### src/rtl/mem_arbiter_pkg.sv
// Shared constants for the memory front end: FSM state encodings, owner encoding
// and default widths.
package mem_arbiter_pkg;

  localparam int DEF_M_WIDTH    = 8;
  localparam int DEF_INST_WIDTH = 2 * DEF_M_WIDTH;

  localparam logic [2:0] ST_IDLE = 3'd0;
  localparam logic [2:0] ST_I_LO = 3'd1;
  localparam logic [2:0] ST_I_HI = 3'd2;
  localparam logic [2:0] ST_D_RD = 3'd3;
  localparam logic [2:0] ST_D_WR = 3'd4;
  localparam logic [2:0] ST_RESP = 3'd5;

  // Owner value doubles as the client's bit index in the request/grant vectors.
  localparam logic OWNER_I = 1'b0;
  localparam logic OWNER_D = 1'b1;

endpackage

### src/rtl/mem_arbiter_rr_arbiter_2.sv
// Two-client round-robin arbiter: combinational, one-hot grant, favours the client
// that was not granted last when both request.
module rr_arbiter_2
  import mem_arbiter_pkg::*;
(
  input  logic [1:0] req,
  input  logic       last_grant,
  input  logic       en,
  output logic [1:0] grant
);

  // NOTE: assign every combinational output a default first so no path infers a latch.
  always_comb begin
    grant = 2'b00;
    if (en) begin
      case (req)
        2'b01:   grant = 2'b01;
        2'b10:   grant = 2'b10;
        2'b11:   grant = (last_grant == OWNER_D) ? 2'b01 : 2'b10;
        default: grant = 2'b00;
      endcase
    end
  end

endmodule

### src/rtl/mem_arbiter.sv
// Single-port memory front end shared by fetch (I) and load/store (D): round-robin grant,
// one transaction at a time, 16-bit instructions assembled from two little-endian beats.
module mem_arbiter
  import mem_arbiter_pkg::*;
#(
  parameter int M_WIDTH    = DEF_M_WIDTH,
  parameter int INST_WIDTH = DEF_INST_WIDTH
) (
  input  logic                  clk,
  input  logic                  rst,
  input  logic                  i_req,
  input  logic [M_WIDTH-1:0]    i_addr,
  output logic [INST_WIDTH-1:0] i_data,
  output logic                  i_ready,
  input  logic                  d_req,
  input  logic                  d_we,
  input  logic [M_WIDTH-1:0]    d_addr,
  input  logic [M_WIDTH-1:0]    d_wdata,
  output logic [M_WIDTH-1:0]    d_rdata,
  output logic                  d_ready,
  output logic                  mem_en,
  output logic                  mem_we,
  output logic [M_WIDTH:0]      mem_addr,
  output logic [M_WIDTH-1:0]    mem_wdata,
  input  logic [M_WIDTH-1:0]    mem_rdata,
  input  logic                  mem_ack
);

  logic [2:0]            state_q, state_d;
  logic                  owner_q, owner_d;
  logic                  last_grant_q, last_grant_d;
  logic [M_WIDTH-1:0]    addr_q, addr_d;
  logic                  we_q, we_d;
  logic [M_WIDTH-1:0]    wdata_q, wdata_d;
  logic [INST_WIDTH-1:0] i_data_q, i_data_d;
  logic [M_WIDTH-1:0]    d_rdata_q, d_rdata_d;
  logic [1:0]            grant;

  rr_arbiter_2 u_arb (
    .req        ({d_req, i_req}),
    .last_grant (last_grant_q),
    .en         (state_q == ST_IDLE),
    .grant      (grant)
  );

  always_comb begin
    state_d      = state_q;
    owner_d      = owner_q;
    last_grant_d = last_grant_q;
    addr_d       = addr_q;
    we_d         = we_q;
    wdata_d      = wdata_q;
    i_data_d     = i_data_q;
    d_rdata_d    = d_rdata_q;
    case (state_q)
      ST_IDLE: begin
        if (grant[OWNER_I]) begin
          state_d      = ST_I_LO;
          owner_d      = OWNER_I;
          last_grant_d = OWNER_I;
          addr_d       = i_addr;
          we_d         = 1'b0;
          wdata_d      = '0;
        end else if (grant[OWNER_D]) begin
          state_d      = d_we ? ST_D_WR : ST_D_RD;
          owner_d      = OWNER_D;
          last_grant_d = OWNER_D;
          addr_d       = d_addr;
          we_d         = d_we;
          wdata_d      = d_wdata;
        end
      end
      ST_I_LO: if (mem_ack) begin
        i_data_d[M_WIDTH-1:0] = mem_rdata;
        state_d               = ST_I_HI;
      end
      ST_I_HI: if (mem_ack) begin
        i_data_d[INST_WIDTH-1:M_WIDTH] = mem_rdata;
        state_d                        = ST_RESP;
      end
      ST_D_RD: if (mem_ack) begin
        d_rdata_d = mem_rdata;
        state_d   = ST_RESP;
      end
      ST_D_WR: if (mem_ack) state_d = ST_RESP;
      default: state_d = ST_IDLE;
    endcase
  end

  // NOTE: sequential state uses non-blocking assignments so every register samples pre-edge values.
  always_ff @(posedge clk or negedge rst) begin
    if (!rst) begin
      state_q      <= ST_IDLE;
      owner_q      <= OWNER_I;
      last_grant_q <= OWNER_D;
      addr_q       <= '0;
      we_q         <= 1'b0;
      wdata_q      <= '0;
      i_data_q     <= '0;
      d_rdata_q    <= '0;
    end else begin
      state_q      <= state_d;
      owner_q      <= owner_d;
      last_grant_q <= last_grant_d;
      addr_q       <= addr_d;
      we_q         <= we_d;
      wdata_q      <= wdata_d;
      i_data_q     <= i_data_d;
      d_rdata_q    <= d_rdata_d;
    end
  end

  // Memory-side signals depend only on state and captured fields, so they stay stable until ack.
  always_comb begin
    mem_en    = 1'b0;
    mem_we    = 1'b0;
    mem_addr  = '0;
    mem_wdata = '0;
    case (state_q)
      ST_I_LO: begin
        mem_en   = 1'b1;
        mem_addr = {addr_q, 1'b0};
      end
      ST_I_HI: begin
        mem_en   = 1'b1;
        mem_addr = {addr_q, 1'b1};
      end
      ST_D_RD: begin
        mem_en   = 1'b1;
        mem_addr = {1'b0, addr_q};
      end
      ST_D_WR: begin
        mem_en    = 1'b1;
        mem_we    = we_q;
        mem_addr  = {1'b0, addr_q};
        mem_wdata = wdata_q;
      end
      default: ;
    endcase
  end

  assign i_ready = (state_q == ST_RESP) && (owner_q == OWNER_I);
  assign d_ready = (state_q == ST_RESP) && (owner_q == OWNER_D);
  assign i_data  = i_data_q;
  assign d_rdata = d_rdata_q;

endmodule

### config.mk
export PLATFORM = sky130hd
export DESIGN_NAME = mem_arbiter
export DESIGN_NICKNAME = d
export VERILOG_FILES = /design/src/rtl/mem_arbiter_pkg.sv /design/src/rtl/mem_arbiter_rr_arbiter_2.sv /design/src/rtl/mem_arbiter.sv
export SDC_FILE = /design/constraint.sdc
export NUM_CORES = 1
export LEC_CHECK = 0
export ABC_CLOCK_PERIOD_IN_PS = 3500
export BUFFER_PORTS_ARGS = -buffer_cell sky130_fd_sc_hd__buf_2
export CORE_MARGIN = 2
export CORE_UTILIZATION = 45
export CTS_CLUSTER_DIAMETER = 40
export CTS_CLUSTER_SIZE = 20
export DETAILED_ROUTE_END_ITERATION = 8
export PLACE_DENSITY = 0.73
export RECOVER_POWER = 50
export SLEW_MARGIN = 40
export SYNTH_ARGS = -nofsm -noshare
export SYNTH_HDL_FRONTEND = slang
export SYNTH_SLANG_ARGS = --single-unit
### constraint.sdc
create_clock -name clk -period 3.5 [get_ports clk]
set_input_delay 0.175 -clock clk [delete_from_list [all_inputs] [get_ports clk]]
set_output_delay 0.175 -clock clk [all_outputs]
set_load 0.02 [all_outputs]
==> metrics <==
final net count 326; share of cells above drive strength 1 33.9%; Num CTS Buffers 5; critical path class reg -> out; P_leak 1.32 nW; ys async rst share 100%; area of the multi-input gates 1120 um^2; Crit Path Max Fanout 19; gpl congestion 0.807; I/O pins 83; Worst Tran Pin Value 676 ps; Syn Nets 255; Hold Path Class in -> reg; Yosys warning count 0; Worst VDD drop 289 uV; die area 5920 um^2; worst skew pair latency 300 ps; Slew HR 54.9%; Final HPWL DP 3690 um; Final Hold Viols 0; Die Y 77.0 um; total track usage 18.4%; initial antenna violation count 0; post-route ant nets 0; Post-Syn Area per Cell 11.0 um^2; RR Startpoint state_q[1]$_DFFE_PN0P_; Reg area 1150 um^2; commonest non-fill, non-tap cell in the layout buf_2; status finished, final reports clean; Synth Cell Area 2390 um^2; Starting Density 46.9%; Max clock buf depth 2; total wire length 5240 um; Distinct cells, synth 42; Root Buffer clkbuf_8; drt wl/cell 14.6 um; Worst EP required 3320 ps; Startpoint Class flop; grt total ovfl 0; Inserted Diodes 0; Most used DFF post-synth dfrtp_1; post-CTS resize count 0; Post-synth EDFFs 0; Fin Setup TNS 0 ps; skew final 3.45 ps; first-pass GRT wire length 8790 um; pin count of the biggest net entering global routing 47; max-cap viol count 0; Final Slew Violations 0; most frequent cells in the layout buf_2 (59), dfrtp_1 (43), mux2_2 (23), clkbuf_1 (23), a22o_1 (14); H-tree depth 2; Clk pin slew, worst setup/hold paths 80 ps; Sink Count 46; fill count 485; Crit path arrival time 2170 ps; post-route cell area 2880 um^2; drt drc 0; via count 1945; initial drt markers 100; vias in the first global route 1860; Row Count 26; CTS tree yes; port bufs 82; Die W 77.0 um; register area share after synthesis 48.1%; period utilisation layout 67.0%; Core ar. 5110 um^2; Seq cells post-synth 46; Area Overhead vs Synth 20.2%; final setup violating endpoints 0; RSZ-0062 raised after global routing false; Initial DRT Pass Iterations 4; pwr dens 976 nW/um^2; Worst Hold Launch d_wdata[1]; fin crit period 2340 ps; CP endpoint kind output port; placed standard-cell area 2790 um^2; cells after synthesis 217; fmax 0.427 GHz; Worst Setup SP state_q[2]$_DFFE_PN0P_; vias per inst 5.42; Post-CTS Setup Bufs 0
[layer usage]
metal / vias to the layer above / part of all wire [%] / global-route usage [%]
li1: 948 / - / -
met1: 925 / 46 / 25.8
met2: 65 / 46 / 27.4
met3: 7 / 6.3 / 4.24
met4: 0 / 1.9 / 7.64
met5: - / 0 / 0
[critical path, stage by stage, from the launching register on]
cell,delay [ps]
dfrtp_1,740
nor3b_4,690
o21ai_0,150
o21ai_0,100
buf_2,190
[registers in the layout (all words and copies together), names as in the netlist]
register and flops:
we_q 1, d_rdata 8, i_data 16, state_q 3, last_grant_q 1, wdata_q 8, owner_q 1, addr_q 8
[Yosys cell counts, types with 2 or more instances]
cell | count | area [um^2]
buf_2 | 8 | 40.0
clkbuf_1 | 4 | 15.0
a21o_1 | 4 | 30.0
mux2_2 | 23 | 259
a22o_1 | 14 | 123
and3_1 | 2 | 12.5
a31oi_1 | 8 | 50.1
inv_1 | 3 | 11.3
nand2b_1 | 2 | 12.5
o21ai_0 | 13 | 65.1
nand2_1 | 6 | 22.5
a2bb2oi_1 | 2 | 17.5
nor3_1 | 10 | 50.1
o31ai_1 | 10 | 75.1
buf_6 | 3 | 33.8
mux2i_1 | 6 | 60.1
buf_4 | 2 | 15.0
and2_1 | 10 | 62.6
a21oi_1 | 8 | 40.0
dfrtp_1 | 45 | 1130
nor3b_1 | 2 | 15.0
buf_1 | 2 | 7.51
nor2_1 | 7 | 26.3
xnor2_1 | 2 | 17.5
nor2b_1 | 4 | 25.0
[power by group]
part	internal [mW]	switching, mW	leakage [nW]	total, mW
sequential	0.801	0.281	0.562	1.08
combinational	0.571	0.766	0.709	1.34
clock	0.213	0.178	0.0514	0.391
total	1.58	1.22	1.32	2.81
[cell type report]
class / instances / share of cell area, %
Tap cell: 70 / 3.04
Multi-Input combinational cell: 148 / 38.8
Clock buffer: 6 / 2.52
Clock inverter: 2 / 1.30
Timing Repair Buffer: 83 / 13.7
Sequential cell: 46 / 40.1
Inverter: 4 / 0.522
[kinds of logic (layout without fill, tap and decap cells)]
| family | count (synthesis) | after routing | share of synthesized area (%) |
|---|---|---|---|
| mux | 30 | 30 | 13.8 |
| compound gates | 66 | 66 | 19.5 |
| xor+xnor | 2 | 2 | 0.732 |
| buf+inv | 23 | 95 | 5.28 |
| flops | 46 | 46 | 48.1 |
| simple gates | 50 | 50 | 12.5 |
[timing repair]
item | 4_1_cts | 5_1_grt
setup endpoints to repair | 0 | 0
hold buffers | 1 | 0
hold endpoints to repair | 45 | 0
[per-stage QoR]
| step | total power [mW] | setup slack (ps) | hold WS, ps | util [%] | cells |
|---|---|---|---|---|---|
| floorplan | 2.11 | 1920 | -121 | - | 217 |
| global placement | 2.43 | 1360 | 392 | 54.5 | 350 |
| detailed placement | 2.47 | 1410 | 215 | 54.5 | 350 |
| CTS | 2.86 | 1110 | 85.0 | 56.9 | 359 |
| global route | 3.02 | 909 | 78.3 | 56.4 | 359 |
| finish | 2.81 | 1160 | 90.7 | 56.4 | 359 |
[path summary, 6_finish.rpt]
kind | end | slack [ps] | cells past startpoint
setup / recovery | mem_addr[0] | 1160 | 4
hold / removal | wdata_q[1]$_DFFE_PN0P_ | 90 | 2
setup reg to reg | wdata_q[4]$_DFFE_PN0P_ | 1590 | 3
hold reg to reg | i_data[2]$_DFFE_PN0P_ | 500 | 1
max in group asynchronous | state_q[0]$_DFFE_PN0P_ | 2670 | 2
min in group asynchronous | addr_q[7]$_DFFE_PN0P_ | 410 | 2
(Power assumes the default switching activity.)
